File: config.mk
export PLATFORM = sky130hd
export DESIGN_NAME = cv32e40p_rf_wb_arbiter
export DESIGN_NICKNAME = d
export VERILOG_FILES = /design/src/rtl/cv32e40p_rf_wb_arbiter_pkg.sv /design/src/rtl/cv32e40p_wb_rr_picker.sv /design/src/rtl/cv32e40p_rf_wb_arbiter.sv
export SDC_FILE = /design/constraint.sdc
export NUM_CORES = 1
export LEC_CHECK = 0
export BUFFER_PORTS_ARGS = -buffer_cell sky130_fd_sc_hd__buf_2
export CORE_UTILIZATION = 57
export DETAILED_ROUTE_END_ITERATION = 12
export PLACE_DENSITY = 0.86
export SKIP_LAST_GASP = 1
export SLEW_MARGIN = 15
export SYNTH_ARGS = -nofsm -noshare
export SYNTH_HDL_FRONTEND = slang
export SYNTH_HIERARCHICAL = 1
export SYNTH_SLANG_ARGS = --single-unit
File: constraint.sdc
create_clock -name clk -period 19.2 [get_ports clk]
set_clock_uncertainty 0.15 [all_clocks]
set_input_delay 0.96 -clock clk [delete_from_list [all_inputs] [get_ports clk]]
set_output_delay 0.96 -clock clk [all_outputs]
set_load 0.005 [all_outputs]
File: src/rtl/cv32e40p_rf_wb_arbiter_pkg.sv
// Shared definitions for the register-file writeback arbiter: requester
// identifiers, a default-width request record and a modular index helper.
package cv32e40p_rf_wb_arbiter_pkg;

    // Requester slots in the default four-producer core configuration
    typedef enum logic [1:0] {
        WB_REQ_ALU  = 2'd0,
        WB_REQ_LSU  = 2'd1,
        WB_REQ_MULT = 2'd2,
        WB_REQ_FPU  = 2'd3
    } wb_req_id_e;

    localparam int WB_DEFAULT_NUM_REQ    = 4;
    localparam int WB_DEFAULT_ADDR_WIDTH = 6;
    localparam int WB_DEFAULT_DATA_WIDTH = 32;

    // One writeback request at the default core widths
    typedef struct packed {
        logic                             valid;
        logic [WB_DEFAULT_ADDR_WIDTH-1:0] addr;
        logic [WB_DEFAULT_DATA_WIDTH-1:0] data;
    } wb_req_t;

    // Advance a requester index by one, wrapping at n
    function automatic int wbWrapInc(input int idx, input int n);
        return (idx + 1 >= n) ? 0 : idx + 1;
    endfunction

endpackage

File: src/rtl/cv32e40p_wb_rr_picker.sv
// Rotating-priority find-first: starting at rr_i and walking upward modulo N,
// reports the first set bit of mask_i as a one-hot vector and as an index.
module cv32e40p_wb_rr_picker
    import cv32e40p_rf_wb_arbiter_pkg::*;
#(
    parameter int N = 4,
    localparam int IW = (N > 1) ? $clog2(N) : 1
) (
    input  logic [N-1:0]  mask_i,
    input  logic [IW-1:0] rr_i,
    output logic [N-1:0]  onehot_o,
    output logic [IW-1:0] idx_o,
    output logic          found_o
);

    // Walk the candidates in rotated order and stop at the first masked-in one
    always_comb begin
        int cand;
        onehot_o = '0;
        idx_o    = '0;
        found_o  = 1'b0;
        cand     = int'(rr_i);
        for (int k = 0; k < N; k++) begin
            if (!found_o && mask_i[cand]) begin
                found_o        = 1'b1;
                onehot_o[cand] = 1'b1;
                idx_o          = IW'(cand);
            end
            cand = wbWrapInc(cand, N);
        end
    end

endmodule

File: src/rtl/cv32e40p_rf_wb_arbiter.sv
// Register-file writeback arbiter: shares write ports a and b among NUM_REQ
// result producers with round-robin priority, registers the winning writes,
// and keeps the pending-write scoreboard that ID consults for hazards.
// Optional statistics counters are built when WB_ARB_STATS_EN is defined.
module cv32e40p_rf_wb_arbiter
    import cv32e40p_rf_wb_arbiter_pkg::*;
#(
    parameter int NUM_REQ    = 4,
    parameter int ADDR_WIDTH = 6,
    parameter int DATA_WIDTH = 32
) (
    input  logic                          clk,
    input  logic                          rst,
    input  logic                          flush_i,
    input  logic [NUM_REQ-1:0]            req_valid_i,
    output logic [NUM_REQ-1:0]            req_ready_o,
    input  logic [NUM_REQ*ADDR_WIDTH-1:0] req_addr_i,
    input  logic [NUM_REQ*DATA_WIDTH-1:0] req_data_i,
    input  logic                          claim_valid_i,
    input  logic [ADDR_WIDTH-1:0]         claim_addr_i,
    output logic [2**ADDR_WIDTH-1:0]      busy_o,
    output logic [ADDR_WIDTH-1:0]         waddr_a_o,
    output logic [DATA_WIDTH-1:0]         wdata_a_o,
    output logic                          we_a_o,
    output logic [ADDR_WIDTH-1:0]         waddr_b_o,
    output logic [DATA_WIDTH-1:0]         wdata_b_o,
    output logic                          we_b_o
`ifdef WB_ARB_STATS_EN
    ,
    output logic [31:0]                   stat_conflict_o,
    output logic [31:0]                   stat_stall_o
`endif
);

    localparam int IW       = (NUM_REQ > 1) ? $clog2(NUM_REQ) : 1;
    localparam int NUM_REGS = 2 ** ADDR_WIDTH;

    logic [ADDR_WIDTH-1:0] reqAddr [NUM_REQ];
    logic [DATA_WIDTH-1:0] reqData [NUM_REQ];
    logic [NUM_REQ-1:0]    addrNz;
    logic [NUM_REQ-1:0]    validNz;
    logic [NUM_REQ-1:0]    sameAsA;
    logic [NUM_REQ-1:0]    maskB;

    logic [NUM_REQ-1:0]    onehotA;
    logic [NUM_REQ-1:0]    onehotB;
    logic [IW-1:0]         idxA;
    logic [IW-1:0]         idxB;
    logic                  foundA;
    logic                  foundB;
    logic [ADDR_WIDTH-1:0] selAddrA;
    logic [ADDR_WIDTH-1:0] selAddrB;
    logic [DATA_WIDTH-1:0] selDataA;
    logic [DATA_WIDTH-1:0] selDataB;

    logic [IW-1:0]         rr_q;
    logic [IW-1:0]         rr_d;

    logic                  weA_q;
    logic                  weB_q;
    logic [ADDR_WIDTH-1:0] waddrA_q;
    logic [ADDR_WIDTH-1:0] waddrB_q;
    logic [DATA_WIDTH-1:0] wdataA_q;
    logic [DATA_WIDTH-1:0] wdataB_q;

    logic [NUM_REGS-1:0]   busy_q;
    logic [NUM_REGS-1:0]   busy_d;

    genvar gi;
    generate
        for (gi = 0; gi < NUM_REQ; gi++) begin : g_unpack
            assign reqAddr[gi] = req_addr_i[gi*ADDR_WIDTH +: ADDR_WIDTH];
            assign reqData[gi] = req_data_i[gi*DATA_WIDTH +: DATA_WIDTH];
        end
    endgenerate

    // Classify requesters: a valid request to register 0 never needs a port
    always_comb begin
        for (int i = 0; i < NUM_REQ; i++) begin
            addrNz[i]  = (reqAddr[i] != '0);
            validNz[i] = req_valid_i[i] & addrNz[i];
        end
    end

    cv32e40p_wb_rr_picker #(
        .N (NUM_REQ)
    ) u_pick_a (
        .mask_i   (validNz),
        .rr_i     (rr_q),
        .onehot_o (onehotA),
        .idx_o    (idxA),
        .found_o  (foundA)
    );

    assign selAddrA = reqAddr[idxA];
    assign selDataA = reqData[idxA];

    // Port b candidates exclude the port a winner and anything aimed at the
    // same register, so the two ports never write one address together
    always_comb begin
        for (int i = 0; i < NUM_REQ; i++) begin
            sameAsA[i] = (reqAddr[i] == selAddrA);
            maskB[i]   = validNz[i] & ~onehotA[i] & ~sameAsA[i];
        end
    end

    cv32e40p_wb_rr_picker #(
        .N (NUM_REQ)
    ) u_pick_b (
        .mask_i   (maskB),
        .rr_i     (rr_q),
        .onehot_o (onehotB),
        .idx_o    (idxB),
        .found_o  (foundB)
    );

    assign selAddrB = reqAddr[idxB];
    assign selDataB = reqData[idxB];

    assign req_ready_o = (req_valid_i & ~addrNz) | onehotA | onehotB;

    // Next round-robin start is just past the last slot handed out this cycle
    always_comb begin
        rr_d = rr_q;
        if (foundB) begin
            rr_d = IW'(wbWrapInc(int'(idxB), NUM_REQ));
        end else if (foundA) begin
            rr_d = IW'(wbWrapInc(int'(idxA), NUM_REQ));
        end
    end

    // Round-robin pointer register
    always_ff @(posedge clk) begin
        if (rst) begin
            rr_q <= '0;
        end else begin
            rr_q <= rr_d;
        end
    end

    // Output stage: enables follow the grants, address/data hold while idle
    always_ff @(posedge clk) begin
        if (rst) begin
            weA_q    <= 1'b0;
            weB_q    <= 1'b0;
            waddrA_q <= '0;
            waddrB_q <= '0;
            wdataA_q <= '0;
            wdataB_q <= '0;
        end else begin
            weA_q <= foundA;
            weB_q <= foundB;
            if (foundA) begin
                waddrA_q <= selAddrA;
                wdataA_q <= selDataA;
            end
            if (foundB) begin
                waddrB_q <= selAddrB;
                wdataB_q <= selDataB;
            end
        end
    end

    assign we_a_o    = weA_q;
    assign we_b_o    = weB_q;
    assign waddr_a_o = waddrA_q;
    assign waddr_b_o = waddrB_q;
    assign wdata_a_o = wdataA_q;
    assign wdata_b_o = wdataB_q;

    // Scoreboard update: writes clear, flush wipes, claims set last so they win
    always_comb begin
        busy_d = busy_q;
        if (weA_q) begin
            busy_d[waddrA_q] = 1'b0;
        end
        if (weB_q) begin
            busy_d[waddrB_q] = 1'b0;
        end
        if (flush_i) begin
            busy_d = '0;
        end
        if (claim_valid_i && (claim_addr_i != '0)) begin
            busy_d[claim_addr_i] = 1'b1;
        end
        busy_d[0] = 1'b0;
    end

    // Scoreboard register
    always_ff @(posedge clk) begin
        if (rst) begin
            busy_q <= '0;
        end else begin
            busy_q <= busy_d;
        end
    end

    assign busy_o = busy_q;

`ifdef WB_ARB_STATS_EN
    logic        conflictSeen;
    logic        stallSeen;
    logic [31:0] statConflict_q;
    logic [31:0] statStall_q;

    assign conflictSeen = |(validNz & ~onehotA & sameAsA);
    assign stallSeen    = |(validNz & ~req_ready_o);

    // Saturating event counters for conflict-skip and stall cycles
    always_ff @(posedge clk) begin
        if (rst) begin
            statConflict_q <= '0;
            statStall_q    <= '0;
        end else begin
            if (conflictSeen && (statConflict_q != '1)) begin
                statConflict_q <= statConflict_q + 32'd1;
            end
            if (stallSeen && (statStall_q != '1)) begin
                statStall_q <= statStall_q + 32'd1;
            end
        end
    end

    assign stat_conflict_o = statConflict_q;
    assign stat_stall_o    = statStall_q;
`endif

endmodule

# Yosys cells after proc, flatten, opt, wreduce, memory -nomap -nowiden
# Index checks and enable logic that the tools add are counted.
[totals]
ff_bits = 144
word_cells = 185
inputBits = 166
[classes]
n_eq_ne = 4
add_sub_neg = 5
reduce_logical = 26
bitwise = 37
mux = 83
n_lt_le_gt_ge = 21
[ops]
columns = ["op", "n"]
rows = [
  ["2-to-1 mux 64 bit", 4],
  ["2-to-1 mux 32 bit", 7],
  ["bitwise AND 64 bit", 2],
  ["binary-select mux 32 bit (select 2 bit)", 2],
  ["NOT 64 bit", 2],
  ["greater-or-equal comparator 32 x 1 -> 1 bit (second input constant)", 3],
  ["greater-or-equal comparator 32 x 4 -> 1 bit (second input constant)", 3],
  ["less-than comparator 32 x 4 -> 1 bit (second input constant)", 3],
  ["adder 32 x 2 -> 32 bit (second input constant)", 2],
  ["bitwise OR 64 bit", 1],
  ["2-to-1 mux 4 bit", 8],
  ["bitwise OR 4 bit", 8],
  ["nonzero test 6 bit", 5],
  ["2-to-1 mux 1 bit", 29],
  ["binary-select mux 6 bit (select 2 bit)", 2],
  ["equality test 6 bit", 4],
  ["2-to-1 mux 2 bit", 12],
  ["2-to-1 mux 6 bit", 4],
  ["less-than comparator 6 x 7 -> 1 bit (second input constant)", 3],
  ["demux 1 bit (select 6 bit)", 3],
  ["greater-or-equal comparator 6 x 1 -> 1 bit (second input constant)", 3],
  ["binary-select mux 1 bit (select 2 bit)", 8],
  ["logical AND 1 bit", 14],
  ["bitwise AND 1 bit", 12],
  ["11 further kinds", 32],
]

# Logic depth before layout (Yosys ltp)
[logic_depth]
depth_word = 37
depth_mapped = 26

# Hierarchy
# Netlist, hierarchy kept.
[by_module_without_submodules]
columns = ["module", "area_each_um2", "seq_area_each_um2", "n_inst", "cells_each"]
rows = [
  ["cv32e40p_rf_wb_arbiter", 8853.5, 2862.7, 1, 865],
  ["cv32e40p_wb_rr_picker (u_pick_b)", 574.3, 0.0, 1, 61],
  ["cv32e40p_wb_rr_picker (u_pick_a)", 488.0, 0.0, 1, 55],
]

# Least setup slack after synthesis
# Ideal clock, no wire load.
[synth_path]
path_kind = "in2reg"
from = "input req_addr_i[22]"
to = "register wdataB_q[23] (netlist: wdata_b_o[23])"
setup_time_ns = 0.128
path_stages = 22
t_arrival_ns = 6.263
slack_ns = 12.660
n_path_buf = 5
required_time_ns = 18.922
cell_sequence = "nor4_1 > a21boi_0 > mux4_2 > buf_6 > a311oi_4 > a31oi_1 > mux2i_1 > buf_6 > buf_12 > mux2i_1 > xnor2_1 > nor3_1 > a211oi_1 > mux2i_1 > o32a_1 > nor2_2 > a2bb2oi_1 > buf_4 > buf_6 > mux4_2 > mux2i_1 > nor2_1"
[synth_between]
elab_chain_cells = 37
[synth_lines]
columns = ["item", "line", "source"]
rows = [
  ["start, declared", "cv32e40p_rf_wb_arbiter.sv:17", "input logic [NUM_REQ*ADDR_WIDTH-1:0] req_addr_i,"],
  ["nonzero test 6 bit *", "cv32e40p_rf_wb_arbiter.sv:80", "addrNz[i] = (reqAddr[i] != '0);"],
  ["bitwise AND 1 bit *", "cv32e40p_rf_wb_arbiter.sv:81", "validNz[i] = req_valid_i[i] & addrNz[i];"],
  ["named net validNz[3]", "cv32e40p_rf_wb_arbiter.sv:41", "logic [NUM_REQ-1:0] validNz;"],
  ["binary-select mux 1 bit (select 2 bit)", "cv32e40p_wb_rr_picker.sv:24", "if (!found_o && mask_i[cand]) begin"],
  ["2-to-1 mux 1 bit (not written as such)", "cv32e40p_wb_rr_picker.sv:24", ""],
  ["2-to-1 mux 1 bit", "cv32e40p_wb_rr_picker.sv:24", ""],
  ["logical NOT 1 bit", "cv32e40p_wb_rr_picker.sv:24", ""],
  ["logical AND 1 bit", "cv32e40p_wb_rr_picker.sv:24", ""],
  ["(+7 left out)", "--", ""],
  ["named net idxA[0]", "cv32e40p_rf_wb_arbiter.sv:47", "logic [IW-1:0] idxA;"],
  ["(+7 left out)", "--", ""],
  ["named net maskB[3]", "cv32e40p_rf_wb_arbiter.sv:43", "logic [NUM_REQ-1:0] maskB;"],
  ["(+8 left out)", "--", ""],
  ["2-to-1 mux 1 bit", "cv32e40p_wb_rr_picker.sv:24", ""],
  ["logical NOT 1 bit", "cv32e40p_wb_rr_picker.sv:24", ""],
  ["logical AND 1 bit", "cv32e40p_wb_rr_picker.sv:24", ""],
  ["2-to-1 mux 2 bit *", "cv32e40p_wb_rr_picker.sv:24", ""],
  ["named net idxB[0]", "cv32e40p_rf_wb_arbiter.sv:48", "logic [IW-1:0] idxB;"],
  ["NOT 2 -> 3 bit (not written as such) *", "cv32e40p_rf_wb_arbiter.sv:118", "assign selDataB = reqData[idxB];"],
  ["binary-select mux 32 bit (select 2 bit) *", "cv32e40p_rf_wb_arbiter.sv:118", ""],
  ["2-to-1 mux 32 bit (not written as such) * (2 in a row)", "cv32e40p_rf_wb_arbiter.sv:118", ""],
  ["end signal, assigned", "cv32e40p_rf_wb_arbiter.sv:159", "wdataB_q <= selDataB;"],
  ["end, declared", "cv32e40p_rf_wb_arbiter.sv:64", "logic [DATA_WIDTH-1:0] wdataB_q;"],
]
# The timed path passes the listed nets; every way through them passes the cells marked *. The select of a mux whose other input is x is not followed.
# A chain may end at the register's enable or synchronous reset.

# Final worst setup path
[layout_path]
from = "register rr_q[1]"
to = "output req_ready_o[3]"
[layout_between]
elab_chain_cells = 34
[layout_lines]
columns = ["item", "line", "source"]
rows = [
  ["start, declared", "cv32e40p_rf_wb_arbiter.sv:56", "logic [IW-1:0] rr_q;"],
  ["start signal, assigned", "cv32e40p_rf_wb_arbiter.sv:137", "rr_q <= rr_d;"],
  ["adder 2 x 1 -> 3 bit", "cv32e40p_rf_wb_arbiter_pkg.sv:26", "return (idx + 1 >= n) ? 0 : idx + 1;"],
  ["greater-or-equal comparator 32 x 4 -> 1 bit", "cv32e40p_rf_wb_arbiter_pkg.sv:26", ""],
  ["2-to-1 mux 32 bit", "cv32e40p_rf_wb_arbiter_pkg.sv:26", ""],
  ["adder 32 x 2 -> 32 bit / binary-select mux 1 bit (select 2 bit) (equally long branches)", "cv32e40p_rf_wb_arbiter_pkg.sv:26, cv32e40p_wb_rr_picker.sv:24", ""],
  ["greater-or-equal comparator 32 x 4 -> 1 bit / 2-to-1 mux 1 bit (equally long branches)", "cv32e40p_rf_wb_arbiter_pkg.sv:26, cv32e40p_wb_rr_picker.sv:24", ""],
  ["2-to-1 mux 32 bit / 2-to-1 mux 1 bit (equally long branches)", "cv32e40p_rf_wb_arbiter_pkg.sv:26, cv32e40p_wb_rr_picker.sv:24", ""],
  ["adder 32 x 2 -> 32 bit (tied with other cells)", "cv32e40p_rf_wb_arbiter_pkg.sv:26", ""],
  ["greater-or-equal comparator 32 x 4 -> 1 bit / 2-to-1 mux 1 bit (equally long branches)", "cv32e40p_rf_wb_arbiter_pkg.sv:26, cv32e40p_wb_rr_picker.sv:24", ""],
  ["(+6 left out)", "--", ""],
  ["named net idxA[0]", "cv32e40p_rf_wb_arbiter.sv:47", ""],
  ["(+7 left out)", "--", ""],
  ["named net maskB[3]", "cv32e40p_rf_wb_arbiter.sv:43", ""],
  ["(+6 left out)", "--", ""],
  ["logical NOT 1 bit", "cv32e40p_wb_rr_picker.sv:24", ""],
  ["logical AND 1 bit", "cv32e40p_wb_rr_picker.sv:24", ""],
  ["2-to-1 mux 1 bit", "cv32e40p_wb_rr_picker.sv:24", ""],
  ["logical NOT 1 bit", "cv32e40p_wb_rr_picker.sv:24", ""],
  ["logical AND 1 bit", "cv32e40p_wb_rr_picker.sv:24", ""],
  ["2-to-1 mux 4 bit *", "cv32e40p_wb_rr_picker.sv:24", ""],
  ["named net onehotB[3]", "cv32e40p_rf_wb_arbiter.sv:46", "logic [NUM_REQ-1:0] onehotB;"],
  ["bitwise OR 4 bit *", "cv32e40p_rf_wb_arbiter.sv:120", "assign req_ready_o = (req_valid_i & ~addrNz) | onehotA | onehotB;"],
  ["end, declared", "cv32e40p_rf_wb_arbiter.sv:16", "output logic [NUM_REQ-1:0] req_ready_o,"],
]
# Marked as above.

==> impl_metrics.prom <==
# TYPE chip_impl_metric gauge
chip_impl_info{name="run_status",value="completed"} 1
chip_impl_metric{name="drtIter0Drc",unit=""} 1236
chip_impl_metric{name="ir_drop",unit="mV"} 0.329
chip_impl_info{name="hold_class",value="reg -> reg"} 1
chip_impl_info{name="worst_r2r_startpoint",value="rr_q[1]"} 1
chip_impl_info{name="cts_tree",value="yes"} 1
chip_impl_metric{name="worst_ep_arrival_time",unit="ns"} 7.76
chip_impl_metric{name="clkSinkCount",unit=""} 143
chip_impl_metric{name="cts.path.max_buffers",unit=""} 2
chip_impl_metric{name="p_leak",unit="uW"} 0.00525
chip_impl_metric{name="p_total",unit="uW"} 2450
chip_impl_metric{name="drt-pass1-iter-count",unit=""} 7
chip_impl_metric{name="die_height",unit="um"} 134
chip_impl_metric{name="flow.area_growth_from_synthesis",unit="%"} 20.4
chip_impl_metric{name="synth_seq_area_share",unit=""} 0.289
chip_impl_metric{name="site_row_count",unit=""} 47
chip_impl_metric{name="dr_wl_met2",unit="um"} 15000
chip_impl_info{name="grt_setup_unrepaired",value="false"} 1
chip_impl_metric{name="synth-async-reset-ratio",unit=""} 0
chip_impl_info{name="cp-endpoint",value="req_ready_o[3]"} 1
chip_impl_metric{name="synth-edff-count",unit=""} 0
chip_impl_info{name="critical_path.reg2reg.endpoint",value="wdata_b_o[6]"} 1
chip_impl_metric{name="post_drt_via_cell_ratio",unit=""} 6.74
chip_impl_metric{name="post_route_drc_violation_count",unit=""} 0
chip_impl_metric{name="worst_ep_required_time",unit="ns"} 18.09
chip_impl_metric{name="ant_nets",unit=""} 0
chip_impl_metric{name="grt_antenna_before_repair",unit=""} 0
chip_impl_metric{name="insertedDiodeCount",unit=""} 0
chip_impl_metric{name="io_pins",unit=""} 312
chip_impl_metric{name="route.met3.wl",unit="um"} 3340
chip_impl_info{name="yosys-top-cells-area",value="dfxtp_1 (29%), mux4_2 (18%), mux2i_1 (9.9%)"} 1
chip_impl_metric{name="cts_inserted_buffers",unit=""} 17
chip_impl_metric{name="share_of_post_route_cells_with_drive_strength_above_1",unit=""} 0.376
chip_impl_metric{name="vias",unit=""} 9790
chip_impl_metric{name="syn_avg_cell_area",unit="um2"} 10.1
chip_impl_metric{name="place_congestion",unit=""} 0.976
chip_impl_metric{name="finalHoldViolCount",unit=""} 0
chip_impl_metric{name="final_min_period_over_clock_period",unit=""} 0.462
chip_impl_metric{name="final-setup-viol-count",unit=""} 0
chip_impl_metric{name="r2r_slack",unit="ns"} 10.73
chip_impl_metric{name="syn_nets",unit=""} 1166
chip_impl_info{name="launching_element_of_the_worst_setup_path",value="rr_q[1]"} 1
chip_impl_metric{name="timing_max_transition_violations_final",unit=""} 0
chip_impl_metric{name="drv_cap",unit=""} 0
chip_impl_metric{name="finish.net_count",unit=""} 1405
chip_impl_metric{name="number_of_global_route_vias_before_repair",unit=""} 9200
chip_impl_metric{name="floorplan.die_area",unit="mm2"} 0.0179
chip_impl_metric{name="floorplan.die.width",unit="um"} 134
chip_impl_metric{name="yosys.area.top_type_share",unit=""} 0.289
chip_impl_info{name="critical_setup_path_class",value="reg -> out"} 1
chip_impl_metric{name="power.share.sequential",unit=""} 0.185
chip_impl_metric{name="yosysWarnings",unit=""} 6
chip_impl_metric{name="net-switching-power",unit="uW"} 1050
chip_impl_metric{name="cts_post_setup_buffers_inserted",unit=""} 0
chip_impl_metric{name="power-per-cell-area",unit="mW/mm2"} 206
chip_impl_metric{name="ys_types",unit=""} 78
chip_impl_info{name="worst_setup_sp_type",value="flop"} 1
chip_impl_info{name="highest_layer",value="met4"} 1
chip_impl_metric{name="power.switching_fraction",unit=""} 0.429
chip_impl_metric{name="routed_wire_per_std_cell",unit="um"} 21.6
chip_impl_metric{name="max_freq",unit="MHz"} 113
chip_impl_metric{name="clock_power_share",unit=""} 0.130
chip_impl_metric{name="port_buffers",unit=""} 310
chip_impl_metric{name="grt.total_usage",unit=""} 0.347
chip_impl_metric{name="initial_core_util",unit=""} 0.592
chip_impl_metric{name="finalWorstPathRequiredPeriod",unit="ns"} 8.87
chip_impl_metric{name="tightestPinTransition",unit="ns"} 1.02
chip_impl_metric{name="core_area",unit="mm2"} 0.0168
chip_impl_info{name="yosys.cell_count.top_type",value="nor2_1"} 1
chip_impl_info{name="worstSetupEndpointType",value="output pin"} 1
chip_impl_metric{name="pin_count_of_the_biggest_net_entering_global_routing",unit=""} 91
chip_impl_metric{name="syn-cell-area",unit="mm2"} 0.00992
chip_impl_metric{name="mapped_cells",unit=""} 981
chip_impl_metric{name="path_clk_slew",unit="ns"} 0.06
chip_impl_metric{name="route.final.wire_length",unit="um"} 31400
chip_impl_info{name="synth_largest_area_cell",value="dfxtp_1"} 1
chip_impl_metric{name="ctsHtreeMaxLevel",unit=""} 4
chip_impl_metric{name="globalRouteOverflowTotal",unit=""} 0
chip_impl_metric{name="p_comb_frac",unit=""} 0.686
chip_impl_metric{name="internal_power",unit="uW"} 1400
chip_impl_metric{name="worst-r2r-cell-count",unit=""} 21
chip_impl_metric{name="grt_first_pass_wirelength",unit="um"} 48800
chip_impl_metric{name="synthesis_stage_register_bit_count",unit=""} 143
chip_impl_metric{name="cts_hold_buf",unit=""} 0
chip_impl_metric{name="hpwlAfterDp",unit="um"} 22700
chip_impl_metric{name="timing.critical_path.fanout_max",unit=""} 55
chip_impl_metric{name="post_route_m1_wl",unit="um"} 11700
chip_impl_metric{name="worst_skew_pair.late_latency",unit="ns"} 0.42
chip_impl_info{name="yosys-top-cells-count",value="nor2_1 (150), dfxtp_1 (143), mux2i_1 (98)"} 1
chip_impl_info{name="cts_root_buf",value="clkbuf_16"} 1
chip_impl_metric{name="maxSlewHeadroom",unit=""} 0.317
chip_impl_metric{name="fin_setup_tns",unit="ns"} 0
chip_impl_info{name="synth_ff_type",value="dfxtp_1"} 1
chip_impl_metric{name="postCtsResizedCells",unit=""} 0
[worst min path at each step]
stage,to,start,depth (start not counted)
2_1_floorplan,busy_o[23],busy_o[23],2
3_3_place_gp,busy_o[31],busy_o[31],2
4_1_cts,busy_o[55],busy_o[55],2
5_1_grt,busy_o[31],busy_o[31],2
6_report,busy_o[55],busy_o[55],2
3_5_place_dp,busy_o[55],busy_o[55],2
[cell families (layout without fill, tap and decap cells)]
logic type,count (synthesis),after routing,share of synthesized area
AOI/OAI and AO/OA,170,170,0.134
xor gates and xnor gates,36,36,0.0318
adders and majority gates,19,19,0.0247
buffers and inverters,110,362,0.0555
DFF,143,143,0.289
muxes,184,184,0.289
other,1,1,0.000378
and+or+nand+nor,318,318,0.176
[layout make-up]
cell class                 count  area [um2]
timing repair buffer         319        1620
multi-input combinational    728        6560
fill                        1258        4820
tap                          220         275
clock inverter                11         108
inverter                      11        41.3
sequential                   143        2860
clock buffer                  21         470
[metal layers]
| layer | global-route usage | up-vias |
|---|---|---|
| met5 | 0 | - |
| met4 | 0.156 | 0 |
| met3 | 0.0805 | 125 |
| met2 | 0.556 | 730 |
| met1 | 0.448 | 4672 |
| li1 | - | 4263 |
[cells in the final DEF (no fill, tap or decap), types with 5 or more instances in the layout]
cell type	Yosys	routed
nand2b_1	9	9
clkinvlp_4	0	5
nor3_1	8	8
buf_4	5	10
nand3_1	11	11
a221oi_1	6	6
o21ai_0	6	6
buf_2	31	309
nor2_1	150	150
and3b_1	10	10
and4b_1	7	7
xnor2_1	33	33
dfxtp_1	143	143
mux4_2	79	79
a32oi_1	44	44
nor2b_1	9	9
mux2i_1	98	97
a22oi_1	47	47
clkbuf_16	0	17
nor4_1	10	10
ha_1	18	18
nand2_1	27	27
nand4_1	32	32
nor3b_2	8	8
a21oi_1	25	25
inv_1	10	10
[sequential cells by signal, summed over array words and instances (netlist names)]
signal and flops:
busy_o 63, wdata_a_o 32, wdata_b_o 32, waddr_a_o 6, waddr_b_o 6, rr_q 2
we_a_o 1, we_b_o 1
[power by group through the flow]
| stage | clock network, uW | logic (uW) | registers, uW |
|---|---|---|---|
| final | 319 | 1680 | 453 |
| after global routing | 337 | 1820 | 461 |
| after CTS | 322 | 1680 | 448 |
| after detailed placement | 0 | 1680 | 453 |
| after global placement | 0 | 1630 | 451 |
| after floorplan | 0 | 1380 | 420 |
[worst max-delay path, stage by stage (launching register included)]
cell and delay [ns]:
dfxtp_1 0.83, ha_1 0.38, or2_1 0.28, fa_1 0.50, nor4b_1 0.37, a21oi_1 0.15
and3_1 0.25, nand3_1 0.32, mux2i_4 0.28, buf_4 0.80, mux2i_1 0.39, xnor2_1 0.16
nor4_1 0.08, a211oi_1 0.74, mux2i_1 0.27, mux2i_1 0.39, nor2b_1 0.17, a22o_1 0.21
a221o_1 0.28, a311o_1 0.29, buf_2 0.14
[through the flow]
stage               worst slack [ns]  instance area, um2  cells  hold WS, ns  utilization
finish                         10.33               11900   1453        0.320        0.712
CTS                            10.42               11900   1453        0.324        0.712
floorplan                      12.66                9920    981        0.310            -
global placement               10.92               11400   1421        0.308        0.678
detailed placement             10.77               11400   1421        0.316        0.678
global route                    9.83               11900   1453        0.350        0.712
(Power assumes the default switching activity.)
